<file path="src/rtl/out_nibble_arbiter.sv">
// Round-robin arbiter for four nibble requesters sharing one 4-bit output.
// Ports: CLK, RST (async high), REQ[3:0], DIN[15:0] in; ACK, O, STB, BUSY, GNT_ID out.
module out_nibble_arbiter #(
  parameter int unsigned HOLD_CYCLES = 2
) (
  input  logic        CLK,
  input  logic        RST,
  input  logic [3:0]  REQ,
  input  logic [15:0] DIN,
  output logic [3:0]  ACK,
  output logic [3:0]  O,
  output logic        STB,
  output logic        BUSY,
  output logic [1:0]  GNT_ID
);

  typedef enum logic {IDLE, HOLD} state_t;

  state_t      state_q, state_d;
  logic [1:0]  last_q, last_d;
  logic [3:0]  cnt_q, cnt_d;
  logic [3:0]  o_d, ack_d;
  logic        stb_d, busy_d;
  logic [1:0]  gnt_d;

  logic [2:0]  rot_sh;
  logic [3:0]  rot;
  logic [1:0]  off;
  logic [1:0]  win;
  logic [3:0]  win_nib;

  // Rotate REQ so the requester after LAST lands in bit 0,
  // then the lowest set bit is the round-robin winner.
  always_comb begin
    rot_sh = {1'b0, last_q} + 3'd1;
    rot    = 4'({REQ, REQ} >> rot_sh);
    if (rot[0])      off = 2'd0;
    else if (rot[1]) off = 2'd1;
    else if (rot[2]) off = 2'd2;
    else             off = 2'd3;
    win = last_q + 2'd1 + off;
  end

  always_comb begin
    unique case (win)
      2'd0: win_nib = DIN[3:0];
      2'd1: win_nib = DIN[7:4];
      2'd2: win_nib = DIN[11:8];
      2'd3: win_nib = DIN[15:12];
      default: win_nib = DIN[3:0];
    endcase
  end

  always_comb begin
    state_d = state_q;
    last_d  = last_q;
    cnt_d   = cnt_q;
    o_d     = O;
    gnt_d   = GNT_ID;
    ack_d   = 4'd0;
    stb_d   = 1'b0;
    busy_d  = 1'b0;
    unique case (state_q)
      IDLE: begin
        if (|REQ) begin
          state_d = HOLD;
          last_d  = win;
          cnt_d   = 4'(HOLD_CYCLES - 1);
          o_d     = win_nib;
          gnt_d   = win;
          ack_d   = 4'b0001 << win;
          stb_d   = 1'b1;
          busy_d  = 1'b1;
        end
      end
      HOLD: begin
        if (cnt_q == 4'd0) begin
          state_d = IDLE;
        end else begin
          cnt_d  = cnt_q - 4'd1;
          busy_d = 1'b1;
        end
      end
      default: state_d = IDLE;
    endcase
  end

  always_ff @(posedge CLK or posedge RST) begin
    if (RST) begin
      state_q <= IDLE;
      last_q  <= 2'd3;
      cnt_q   <= 4'd0;
      O       <= 4'd0;
      GNT_ID  <= 2'd0;
      ACK     <= 4'd0;
      STB     <= 1'b0;
      BUSY    <= 1'b0;
    end else begin
      state_q <= state_d;
      last_q  <= last_d;
      cnt_q   <= cnt_d;
      O       <= o_d;
      GNT_ID  <= gnt_d;
      ACK     <= ack_d;
      STB     <= stb_d;
      BUSY    <= busy_d;
    end
  end

endmodule

</file>
<file path="config.mk">
export PLATFORM = sky130hd
export DESIGN_NAME = out_nibble_arbiter
export DESIGN_NICKNAME = d
export VERILOG_FILES = /design/src/rtl/out_nibble_arbiter.sv
export SDC_FILE = /design/constraint.sdc
export NUM_CORES = 1
export LEC_CHECK = 0
export CAP_MARGIN = 20
export CORE_MARGIN = 3
export CORE_UTILIZATION = 25
export DETAILED_ROUTE_END_ITERATION = 8
export GPL_ROUTABILITY_DRIVEN = 0
export PLACE_DENSITY = 0.45
export SLEW_MARGIN = 20
export SYNTH_ARGS = -nofsm -noshare
export SYNTH_HDL_FRONTEND = slang
export SYNTH_SLANG_ARGS = --single-unit
</file>
<file path="constraint.sdc">
create_clock -name CLK -period 7.4 [get_ports CLK]
set_input_delay 1.48 -clock CLK [delete_from_list [all_inputs] [get_ports CLK]]
set_output_delay 1.48 -clock CLK [all_outputs]
set_load 0.02 [all_outputs]
</file>
==> results of run 1 <==
## synthesized netlist by cell type (all sizes together)
library cell   n  area share (%)
a211oi         2             1.9
a22oi          4             2.9
a31oi          1            0.61
and2           2             1.7
buf            3             2.3
clkbuf         1            0.37
dfrtp         16              39
dfstp          2             5.1
ha             3             3.7
inv            7             2.6
mux2           1             1.5
mux2i          6             5.8
nand2         11             4.0
nand2b         1            0.61
nand3          6             2.9
nand3b         2             1.8
nor2          12             4.4
nor2b          3             1.8
nor3           7             3.4
nor4           1            0.61
o21a           1            0.73
o21ai          7             3.8
o22ai          1            0.61
o311ai         4             6.3
or2            1            0.61
xnor2          1            0.85
## flip-flops by register name (all words and copies together) (netlist names)
name     flops
state_q      1
cnt_q        4
STB          1
GNT_ID       2
O            4
last_q       2
ACK          4
## power groups by stage
stage          Sequential [W]  Clock (W)  Combinational [W]
2_1_floorplan        0.000212          0           0.000255
3_3_place_gp         0.000184          0           0.000400
3_5_place_dp         0.000184          0           0.000403
4_1_cts              0.000183  0.0000840           0.000405
5_1_grt              0.000189  0.0000884           0.000442
6_report             0.000182  0.0000803           0.000394
## path summary, 6_finish.rpt
| check | startpoint | to | depth (start not counted) |
|---|---|---|---|
| min in group asynchronous | RST | GNT_ID[1] | 2 |
| worst max-delay path | REQ[3] | O[0] | 11 |
| max in group asynchronous | RST | cnt_q[0] | 2 |
| worst min-delay path | GNT_ID[1] | GNT_ID[1] | 2 |
| worst min register to register | GNT_ID[1] | GNT_ID[1] | 2 |
| worst max register to register | last_q[0] | O[0] | 10 |
## cells by family (layout without fill, tap and decap cells)
family,count (synthesis),after routing,share of synthesized area (%)
and+or+nand+nor,46,46,21.9
AOI/OAI and AO/OA,20,20,16.9
DFF,18,18,44.1
buffers and inverters,11,44,5.24
muxes,7,7,7.31
adders and majority gates,3,3,3.65
xor gates and xnor gates,1,1,0.853
## metrics by stage
stage	power, W	cell area [um^2]
after floorplan	0.000467	1030
after global placement	0.000584	1390
after detailed placement	0.000587	1390
after CTS	0.000672	1450
after global routing	0.000719	1450
final	0.000657	1450
## cell type report
class | instances | share of cell area (%)
multi-input combinational | 77 | 36.0
sequential | 18 | 31.3
timing repair buffer | 33 | 22.9
tap | 48 | 4.16
clock buffer | 4 | 3.81
inverter | 7 | 1.82
## critical path, cell delays in order
cell,delay [ns]
clkdlybuf4s50_1,0.50
and2_4,0.19
nor2b_1,0.13
a211oi_1,0.21
a31oi_1,0.06
nor3_1,0.24
ha_1,0.29
nor2_1,0.06
mux2i_1,0.37
and2_4,0.29
o311ai_2,0.10
## layer usage
layer / global-route usage (%) / routed length, um
met1: 13.6 / 1080
met2: 15.6 / 1070
met3: 3.31 / 180
met4: 3.83 / 13
met5: 0 / 0
==> qor.yml, run 1 <==
worstSetupPathType: "in2reg"
seq_power_share_pct: 27.7
synth_seq_cells: 18
htreeDepth: 1
max_slew_margin_pct: 54.0
final_util_pct: 38.0
max-vdd-ir-drop_uv: 131
seqCellArea_um2: 453
synth_area_um2: 1030
fin_tns_setup_ns: 0
wirelength_um: 2340
setup_viol: 0
p_sw_w: 0.000280
dpl.cell_count: 183
rsz0062_at_grt: "no"
post-place-ws_ns: 3.35
final_layout_size_suffix_gt1_share_pct: 12.2
place_hpwl_um: 1810
core_um2: 3800
die_h_um: 70.1
cap_violations: 0
cts_root_buf: "clkbuf_8"
insertion_delay_ns: 0.25
drt_first_pass_iters: 4
final_nets: 165
grt_usage_pct: 10.3
cts_hold_buf: 0
p_int_w: 0.000377
die-area_um2: 4910
hold_path.class: "reg2reg"
cts_buffer_depth: 2
path_clk_slew_ns: 0.07
start_util_pct: 27.0
synth_cell_types: 32
vias: 862
drt_drc_violations_left: 0
crit_arrival_ns: 3.92
clockPowerShare_pct: 12.2
drtAntennaViolNets: 0
worst_pin_slew_ns: 0.689
slew_viol_final: 0
period_share_pct: 51.4
powerDensity_nw_per_um2: 454
overflow: 0
wl_per_cell_um: 12.5
worst-path-max-fanout: 6
leakage_nw: 0.611
grt_max_degree: 23
syn_area_per_cell_um2: 9.69
io_buffers: 33
holdWs_ns: 0.492
hold_violations: 0
setup_slack_ns: 3.60
ys.warnings.count: 0
multi_input_area_um2: 520
cp.required_ns: 7.52
final_cell_mix: "clkdlybuf4s50_1, dfrtp_1, nor2_1"
cts.repair.resized: 0
fillers: 385
synthCells: 106
switching_share_pct: 42.7
status: "finished clean"
rrSetupSlack_ns: 4.93
antennaDiodeCount: 0
cp-end-kind: "flip-flop"
grt_pass1_vias: 887
grt_pass1_wl_um: 4070
fin_skew_ns: 0.00343
layout_min_cycle_time_ns: 3.80
synth_fp_nets: 131
final_common_cell: "clkdlybuf4s50_1"
area.growth.synth_to_final_pct: 40.7
critPathLaunchType: "primary input"
cts_buffers: 3
synth_seq_area_share_pct: 44.1
clock-sinks: 18
max_freq_mhz: 263
antenna_found_initial: 0
cts_tree: "built"
num_rows: 22
ioPinCount: 34
drt_iter0_markers: 19
fin_cells: 187
p_comb_share_pct: 60.1
chipWidth_um: 70.1
cts_setup_buffers: 0
vias_per_cell: 4.61
No activity file was read; power rests on OpenSTA's default activity.
==> inputs of run 2 (changes only) <==
--- a/config.mk
+++ b/config.mk
@@ -10,7 +10,7 @@
 export CORE_UTILIZATION = 25
 export DETAILED_ROUTE_END_ITERATION = 8
 export GPL_ROUTABILITY_DRIVEN = 0
-export PLACE_DENSITY = 0.45
+export PLACE_DENSITY = 0.47
 export SLEW_MARGIN = 20
 export SYNTH_ARGS = -nofsm -noshare
 export SYNTH_HDL_FRONTEND = slang
==> constraint.sdc (replaced) <==
create_clock -name CLK -period 3.4 [get_ports CLK]
set_input_delay 0.68 -clock CLK [delete_from_list [all_inputs] [get_ports CLK]]
set_output_delay 0.68 -clock CLK [all_outputs]
set_load 0.02 [all_outputs]
==> run 2 against run 1 <==
Against the previous run: via count rose by 0.58%; critical path type unchanged; critical endpoint is now O[1]; clock power rose by 120%; combinational power rose by 130%; largest cell class unchanged; design area rose by 1.0%; largest power group unchanged; highest routed layer unchanged.
==> qor.yml, run 2 (synthesis gave the netlist of run 1 again) <==
core_um2: 3800  # unchanged
wl_per_cell_um: 12.2  # was 12.5 um
setup_viol: 0  # unchanged
max_slew_margin_pct: 54.2  # was 54.0%
layout_min_cycle_time_ns: 2.97
crit_arrival_ns: 3.13  # was 3.92 ns
die-area_um2: 4910  # unchanged
powerDensity_nw_per_um2: 999  # was 454 nW/um^2
die_h_um: 70.1  # unchanged
cts.repair.resized: 0  # unchanged
fillers: 393  # was 385
cp-end-kind: "flip-flop"  # unchanged
crit_chain: "clkdlybuf4s50_1 -> and2_4 -> nor2b_1 -> a211oi_1 -> a31oi_1 -> nor3_1 -> ha_1 -> nor3_1 -> nand3b_2 -> and2_4 -> o311ai_2"  # was clkdlybuf4s50_1 -> and2_4 -> nor2b_1 -> a211oi_1 -> a31oi_1 -> nor3_1 -> ha_1 -> nor2_1 -> mux2i_1 -> and2_4 -> o311ai_2
drtAntennaViolNets: 0  # unchanged
status: "finished clean"  # unchanged
drt_first_pass_iters: 4  # unchanged
final_layout_size_suffix_gt1_share_pct: 13.5  # was 12.2%
max_stage_delay_ns: 0.49  # was 0.50 ns
leakage_nw: 0.620  # was 0.611 nW
seq_power_share_pct: 27.2  # was 27.7%
slew_viol_final: 0  # unchanged
grt_usage_pct: 10.2  # was 10.3%
clockPowerShare_pct: 11.9  # was 12.2%
cts_tree: "built"  # unchanged
cts_hold_buf: 0  # unchanged
holdWs_ns: 0.482  # was 0.492 ns
worst_pin_slew_ns: 0.687  # was 0.689 ns
cts_buffers: 3  # unchanged
setup_slack_ns: 0.426  # was 3.60 ns
clock-sinks: 18  # unchanged
max-vdd-ir-drop_uv: 322  # was 131 uV
cts_root_buf: "clkbuf_8"  # unchanged
grt_pass1_vias: 860  # was 887
htreeDepth: 1  # unchanged
ioPinCount: 34  # unchanged
chipWidth_um: 70.1  # unchanged
hold_end: "GNT_ID[1]"  # unchanged
drt_drc_violations_left: 0  # unchanged
period_share_pct: 87.5
hold_path.class: "reg2reg"  # unchanged
drt_iter0_markers: 64  # was 19
slowest_stage: "clkdlybuf4s50_1"  # unchanged
hold_violations: 0  # unchanged
hp-start: "GNT_ID[1]"  # unchanged
top_regs: "ACK (4), O (4), cnt_q (4)"  # unchanged
cts_setup_buffers: 0  # unchanged
cp.required_ns: 3.55  # was 7.52 ns
post-place-ws_ns: 0.187  # was 3.35 ns
p_total_w: 0.00146  # was 0.000657 W
r2r-start: "last_q[0]"  # unchanged
grt_pass1_wl_um: 4080  # was 4070 um
rsz0062_at_grt: "no"  # unchanged
p_sw_w: 0.000620  # was 0.000280 W
rrSetupSlack_ns: 0.95  # was 4.93 ns
area.growth.synth_to_final_pct: 42.1  # was 40.7%
reg2reg_depth: 10  # unchanged
final_nets: 167  # was 165
reg2reg_to: "O[1]"  # was O[0]
fin_tns_setup_ns: 0  # unchanged
cts_buffer_depth: 2  # unchanged
max_freq_mhz: 336
io_buffers: 33  # unchanged
place_hpwl_um: 1820  # was 1810 um
antenna_found_initial: 0  # unchanged
cap_violations: 0  # unchanged
vias_per_cell: 4.59  # was 4.61
antennaDiodeCount: 0  # unchanged
hold_depth: 2  # unchanged
fin_skew_ns: 0.00288  # was 0.00343 ns
p_int_w: 0.000840  # was 0.000377 W
final_cell_mix: "clkdlybuf4s50_1, dfrtp_1, nor2_1"  # unchanged
switching_share_pct: 42.5  # was 42.7%
final_common_cell: "clkdlybuf4s50_1"  # unchanged
path_buf_inv: 1  # unchanged
critPathLaunchType: "primary input"  # unchanged
grt_max_degree: 23  # unchanged
worstSetupPathType: "in2reg"  # unchanged
wirelength_um: 2300  # was 2340 um
crit_family: "simple AND/OR/NAND/NOR gates"  # unchanged
overflow: 0  # unchanged
insertion_delay_ns: 0.25  # about the same
start_util_pct: 27.0  # unchanged
path_clk_slew_ns: 0.07  # about the same
worst-path-max-fanout: 6  # unchanged
vias: 867  # was 862
num_rows: 22  # unchanged
p_comb_share_pct: 60.9  # was 60.1%
==> run 2: changes by cell type in the layout (fill, tap and decap cells not counted) <==
cell   before  now
buf_4       0    2
==> run 2: power by group through the flow <==
| stage | Combinational [W] | Clock, W | Sequential [W] |
|---|---|---|---|
| after floorplan | 0.000554 | 0 | 0.000461 |
| after global placement | 0.000896 | 0 | 0.000399 |
| after detailed placement | 0.000903 | 0 | 0.000401 |
| after CTS | 0.000906 | 0.000181 | 0.000399 |
| after global routing | 0.000992 | 0.000192 | 0.000415 |
| final | 0.000889 | 0.000174 | 0.000396 |
==> run 2: final cells by class <==
cell class | instances | area [um^2] | area share (%)
multi-input cells | 77 | 520 | 35.6
flip-flops and latches | 18 | 453 | 31.0
repair buffers | 35 | 345 | 23.7
well taps | 48 | 60.1 | 4.11
clock buffers | 4 | 55.1 | 3.77
inverters | 7 | 26.3 | 1.80
==> run 2: metrics by stage <==
stage | std cells | cell area, um^2 | utilization, %
final | 189 | 1460 | 38.4
after global routing | 189 | 1460 | 38.4
after CTS | 189 | 1460 | 38.4
after detailed placement | 185 | 1410 | 37.0
after global placement | 185 | 1410 | 37.0
after floorplan | 106 | 1030 | -
==> run 2: routing by layer <==
layer  GRT usage (%)  routed length, um  up-vias
met4            3.19                 11        0
met5               0                  0        -
li1                -                  -      441
met2            14.6               1000       26
met1            14.7               1150      398
met3            3.02                136        2
==> run 2: how the worst max path moves through the flow <==
stage	startpoint	to	slack (ns)	cells after the start
final	REQ[3]	O[1]	0.43	11
after global routing	REQ[3]	O[3]	0.27	11
after floorplan	REQ[3]	O[0]	0.97	12
after CTS	REQ[3]	O[3]	0.44	11
after global placement	REQ[3]	O[1]	0.33	11
after detailed placement	REQ[3]	O[3]	0.19	11
==> run 2: worst register-to-register path, cell delays in order, from the launching register on <==
cell and delay, ns:
dfstp_2 0.41, and2_4 0.17, nor2b_1 0.12, a211oi_1 0.21, a31oi_1 0.07, nor3_1 0.27, ha_1 0.29, nor3_1 0.07
nand3b_2 0.27, and2_4 0.23, o311ai_2 0.26
==> inputs of run 3 (changes only) <==
--- a/config.mk
+++ b/config.mk
@@ -8,6 +8,7 @@
 export CAP_MARGIN = 20
 export CORE_MARGIN = 3
 export CORE_UTILIZATION = 25
+export CTS_CLUSTER_DIAMETER = 100
 export DETAILED_ROUTE_END_ITERATION = 8
 export GPL_ROUTABILITY_DRIVEN = 0
 export PLACE_DENSITY = 0.47
==> results of run 3 <==
No change in the layout: final DEF, timing and power equal those of run 2.
